<file path="src/rtl/ingress_queue.sv">
// ingress_queue: per-port ingress FIFO for the 4-port switch.
// Packs {data, target, source} into one word, drops malformed packets,
// and presents the head packet plus its one-hot request to the arbiter.

package packet_pkg;
    localparam int DATA_WIDTH   = 8;
    localparam int ADDR_WIDTH   = 4;
    localparam int PACKET_WIDTH = DATA_WIDTH + 2 * ADDR_WIDTH;
endpackage

module ingress_queue
    import packet_pkg::*;
#(
    parameter int FIFO_DEPTH = 4
) (
    input  logic                            clk,
    input  logic                            rst,
    input  logic                            valid_in,
    input  logic [DATA_WIDTH-1:0]           data_in,
    input  logic [ADDR_WIDTH-1:0]           target_in,
    input  logic [ADDR_WIDTH-1:0]           source_in,
    output logic                            ready_out,
    output logic [PACKET_WIDTH-1:0]         pkt_out,
    output logic                            pkt_valid,
    output logic [ADDR_WIDTH-1:0]           req_out,
    input  logic                            grant_in,
    output logic [$clog2(FIFO_DEPTH):0]     occupancy,
    output logic [7:0]                      drop_cnt
);

    localparam int PW = $clog2(FIFO_DEPTH);
    localparam int OW = PW + 1;
    localparam logic [OW-1:0] FULL_COUNT = OW'(FIFO_DEPTH);

    // Packet storage; deliberately not reset, empty-gating hides stale data.
    logic [PACKET_WIDTH-1:0] mem_q [FIFO_DEPTH];

    logic [PW-1:0] rd_ptr_q, rd_ptr_d;
    logic [PW-1:0] wr_ptr_q, wr_ptr_d;
    logic [OW-1:0] occ_q, occ_d;
    logic [7:0]    drop_q, drop_d;

    logic full, empty, well_formed, push, pop, drop_evt;
    logic [PACKET_WIDTH-1:0] pkt_in;

    assign pkt_in = {data_in, target_in, source_in};
    assign full   = (occ_q == FULL_COUNT);
    assign empty  = (occ_q == '0);

    // Exactly one bit set in each address and no loopback to the sender.
    assign well_formed = (target_in != '0)
                      && ((target_in & (target_in - 1'b1)) == '0)
                      && (source_in != '0)
                      && ((source_in & (source_in - 1'b1)) == '0)
                      && (target_in != source_in);

    // ready_out is forced low during reset so nothing is pushed on a reset edge.
    assign ready_out = ~rst & ~full;
    assign push      = valid_in & ready_out & well_formed;
    assign drop_evt  = valid_in & ready_out & ~well_formed;
    assign pop       = grant_in & ~empty;

    // Head presentation: zero when empty so no X reaches the output mux.
    assign pkt_valid = ~empty;
    assign pkt_out   = empty ? '0 : mem_q[rd_ptr_q];
    assign req_out   = pkt_out[2*ADDR_WIDTH-1:ADDR_WIDTH];
    assign occupancy = occ_q;
    assign drop_cnt  = drop_q;

    // Next-state for pointers, occupancy and the saturating drop counter.
    always_comb begin
        rd_ptr_d = rd_ptr_q;
        wr_ptr_d = wr_ptr_q;
        occ_d    = occ_q;
        drop_d   = drop_q;
        if (push) begin
            wr_ptr_d = wr_ptr_q + PW'(1);
        end
        if (pop) begin
            rd_ptr_d = rd_ptr_q + PW'(1);
        end
        if (push && !pop) begin
            occ_d = occ_q + OW'(1);
        end else if (pop && !push) begin
            occ_d = occ_q - OW'(1);
        end
        if (drop_evt && (drop_q != 8'hFF)) begin
            drop_d = drop_q + 8'd1;
        end
    end

    // Control registers with synchronous reset.
    always_ff @(posedge clk) begin
        if (rst) begin
            rd_ptr_q <= '0;
            wr_ptr_q <= '0;
            occ_q    <= '0;
            drop_q   <= '0;
        end else begin
            rd_ptr_q <= rd_ptr_d;
            wr_ptr_q <= wr_ptr_d;
            occ_q    <= occ_d;
            drop_q   <= drop_d;
        end
    end

    // Per-entry write enables decoded from the write pointer.
    for (genvar gi = 0; gi < FIFO_DEPTH; gi++) begin : g_entry
        always_ff @(posedge clk) begin
            if (push && (wr_ptr_q == PW'(gi))) begin
                mem_q[gi] <= pkt_in;
            end
        end
    end

endmodule
</file>
<file path="config.mk">
export PLATFORM = sky130hd
export DESIGN_NAME = ingress_queue
export DESIGN_NICKNAME = d
export VERILOG_FILES = /design/src/rtl/ingress_queue.sv
export SDC_FILE = /design/constraint.sdc
export NUM_CORES = 1
export LEC_CHECK = 0
export BUFFER_PORTS_ARGS = -buffer_cell sky130_fd_sc_hd__buf_4
export CORE_ASPECT_RATIO = 0.5
export CORE_MARGIN = 2
export CORE_UTILIZATION = 50
export DETAILED_ROUTE_END_ITERATION = 12
export PLACE_DENSITY = 0.71
export SKIP_LAST_GASP = 1
export SLEW_MARGIN = 30
export SYNTH_ARGS = -nofsm -noshare
export SYNTH_HDL_FRONTEND = slang
export SYNTH_SLANG_ARGS = --single-unit
export TNS_END_PERCENT = 30
</file>
<file path="constraint.sdc">
create_clock -name clk -period 5.84 [get_ports clk]
set_clock_uncertainty 0.05 [all_clocks]
set_input_delay 0 -clock clk [delete_from_list [all_inputs] [get_ports clk]]
set_output_delay 0 -clock clk [all_outputs]
set_load 0.01 [all_outputs]
</file>
==> out/results.txt <==
Max-cap violations: 0
Gr usage total: 18.4%
Core area: 0.00673 mm^2
FMAX: 0.344 GHz
Critical Path Source Type: input port
Critical Path Max Stage Delay: 0.55 ns
Synth Warn #: 0
Crit path buffers/inverters: 3
Worst setup path end: occupancy[2]
Clock buffer depth: 2
Post-CTS setup repair buffer count: 0
Global route overflow: 0
Internal power: 1.24 mW
R2r setup slk: 3.11 ns
#FFs+latches synth: 81
Leak Pwr: 1.65 nW
Critical path class: input port to flip-flop
Ys flop type: edfxtp_1
VDD IR max: 233 uV
Status: finished, final reports clean
P&R area growth vs syn: 27.1%
Worst r2r src: occupancy[0]
Final period util: 49.8%
Cell family with the largest share of critical-path delay: simple AND/OR/NAND/NOR gates
Chip height: 63.1 um
PnR worst setup slack: 2.93 ns
R2r endpoint: occupancy[2]
IO Pins: 53
Clock transition at path regs: 0.06 ns
CP Capture Type: flip-flop
Diode count: 0
Synthesized area: 0.00350 mm^2
Die area: 0.00772 mm^2
Vias in the first global route: 2,121
Syn Nets: 243
Worst Hold Launch: grant_in
Post-synth ARST share: 0%
Final hold violation count: 0
Layout cells sized above 1: 32.1%
Clk pwr share: 35.3%
Slew headroom: 41.0%
P_sw: 460 uW
Initial antenna violation count: 0
Slew Limit Fails: 0
Via density: 5.25
HP Class: input port to flip-flop
Routability cong.: 0.754
Combinational power share: 25.4%
Post-CTS sizing: 0
Count of different cell masters after synthesis: 39
Clk Latency, worst-skew pair: 0.33 ns
Pwr dens: 383 mW/mm^2
Crit path launch: source_in[1]
Crit path depth: 12
DR pass1 iterations: 4
Slowest-stage cell, CP: dlygate4sd3_1
RSZ-0062 raised after global routing: false
# port buffers: 52
Reg power frac: 39.2%
Syn Area/Cell: 16.2 um^2
DRC violations left: 0
CTS tree: done
DR iter-0 viols: 139
Number of synthesized flops with an enable pin: 64
Net Sw Frac: 27.0%
Mapped Cells: 216
CTS HTree Levels: 3
CP max FO: 9
Setup TNS: 0 ns
FILL cells: 474
Wirelength per Cell: 16.9 um
Final setup violation count: 0
Starting Density: 52.0%
TritonCTS buffer count: 9
Slew @ Worst Pin: 0.885 ns
Post-route ant nets: 0
Fin crit period: 2.91 ns
Row Count: 21
Routed vias: 2,005
Tot Pwr: 1.70 mW
First-pass GRT wire length: 10,600 um
Worst Path Arrival: 3.12 ns
Sequential area share after synthesis: 64.7%
R2R depth: 9
Detail Placement HPWL: 4020 um
Layout net count: 312
DP Worst Slack: 3.12 ns
Worst hold slack: 0.0172 ns
Root buf cell: clkbuf_16
Critical Path RT: 6.05 ns
Largest net degree at the start of global routing: 20
CTS sink cnt: 81
Die W: 122 um
DRT Wirelength: 6460 um
Cell Chain, Critical Path: dlygate4sd3_1 > buf_4 > nor3_1 > or2b_1 > o311ai_4 > nor3_4 > ha_1 > inv_1 > fa_1 > xor2_1 > or3_1 > a21oi_1
-- layout make-up --
cell class | count | area [um^2] | area share (%)
Clock buffer | 9 | 225 | 5.07
Clock inverter | 7 | 101 | 2.28
Inverter | 7 | 26.3 | 0.591
Multi-Input combinational cell | 116 | 1150 | 25.8
Sequential cell | 81 | 2260 | 50.9
Tap cell | 92 | 115 | 2.59
Timing Repair Buffer | 70 | 568 | 12.8
-- power by group through the flow --
stage | combinational, mW | sequential [mW] | clock, mW
4_1_cts | 0.443 | 0.667 | 0.610
3_3_place_gp | 0.415 | 0.677 | 0
5_1_grt | 0.468 | 0.671 | 0.643
3_5_place_dp | 0.428 | 0.680 | 0
6_report | 0.432 | 0.667 | 0.601
2_1_floorplan | 0.247 | 0.676 | 0
-- repair_timing --
action | CTS | global route
hold buffers | 17 | 0
endpoints found under the setup margin | 0 | 0
hold endpoints to repair | 72 | 0
-- worst min path at each step --
stage          cells past startpoint  slack (ns)           end
3_3_place_gp                       1        0.15  mem_q[2][13]
2_1_floorplan                      0        0.05   mem_q[0][0]
3_5_place_dp                       1        0.15  mem_q[3][14]
4_1_cts                            4        0.02   rd_ptr_q[0]
5_1_grt                            4        0.04   rd_ptr_q[0]
6_report                           4        0.02   rd_ptr_q[0]
-- layer usage --
| metal | GRT usage [%] | vias to the layer above | share of wire [%] |
|---|---|---|---|
| met1 | 24.6 | 1000 | 45 |
| met3 | 4.62 | 8 | 4.0 |
| met4 | 5.60 | 0 | 0.85 |
| met5 | 0 | - | 0 |
| met2 | 30.1 | 34 | 50 |
| li1 | - | 963 | - |
-- through the flow --
stage	util, %	cells	cell area [um^2]
6_report	66.1	382	4450
5_1_grt	66.1	382	4450
4_1_cts	66.1	382	4450
3_5_place_dp	58.7	349	3950
3_3_place_gp	58.7	349	3950
2_1_floorplan	-	216	3500
-- flip-flops by register name, summed over array words and instances, names as in the netlist, named ones only --
| name | cells |
|---|---|
| rd_ptr_q | 2 |
| drop_cnt | 8 |
| wr_ptr_q | 2 |
| occupancy | 3 |
| mem_q | 64 |
-- worst reg2reg max path, stage by stage (launching register included) --
cell,delay [ns]
dfxtp_1,0.44
nor2_1,0.10
a211o_1,0.41
nor3_4,0.35
ha_1,0.25
inv_1,0.07
fa_1,0.38
xor2_1,0.16
or3_1,0.31
a21oi_1,0.14
-- cell families (layout without fill, tap and decap cells) --
logic type / count (synthesis) / in the layout / synth area share [%]
flops: 81 / 81 / 64.7
simple gates: 59 / 59 / 9.84
mux: 26 / 26 / 13.5
compound gates: 20 / 20 / 5.76
buf+inv: 19 / 93 / 2.54
fa+ha+maj: 7 / 7 / 2.72
xor+xnor: 4 / 4 / 1.00
-- synthesized netlist by cell type (2+ instances only) --
| master | instances | area, um^2 |
|---|---|---|
| dfxtp_1 | 17 | 340 |
| buf_2 | 2 | 10.0 |
| xor2_1 | 4 | 35.0 |
| a21oi_1 | 2 | 10.0 |
| edfxtp_1 | 64 | 1920 |
| and3_1 | 2 | 12.5 |
| nand3_1 | 3 | 15.0 |
| nor3_1 | 2 | 10.0 |
| nand2b_1 | 6 | 37.5 |
| nor2b_1 | 2 | 12.5 |
| mux2_4 | 2 | 30.0 |
| o21ai_0 | 3 | 15.0 |
| and4_1 | 2 | 17.5 |
| clkbuf_1 | 5 | 18.8 |
| mux2i_1 | 7 | 70.1 |
| buf_4 | 4 | 30.0 |
| o41ai_4 | 2 | 55.1 |
| or3_1 | 2 | 12.5 |
| nand2_1 | 4 | 15.0 |
| nor2_1 | 10 | 37.5 |
| inv_1 | 7 | 26.3 |
| a22oi_1 | 2 | 15.0 |
| o21ai_2 | 2 | 17.5 |
| ha_1 | 6 | 75.1 |
| o21ai_1 | 3 | 15.0 |
| o211ai_1 | 2 | 15.0 |
| mux4_2 | 16 | 360 |
| and2_1 | 20 | 125 |
| nor4_1 | 3 | 18.8 |
-- layout by cell type (no fill, tap or decap), drive strengths merged, types with 7 or more instances in the layout --
| cell type | n |
|---|---|
| and2 | 20 |
| mux4 | 16 |
| nor2 | 10 |
| inv | 9 |
| edfxtp | 64 |
| clkbuf | 9 |
| buf | 53 |
| o21ai | 8 |
| dfxtp | 17 |
| mux2i | 7 |
| dlygate4sd3 | 17 |
Note: power is estimated with default switching activity, not from simulation.
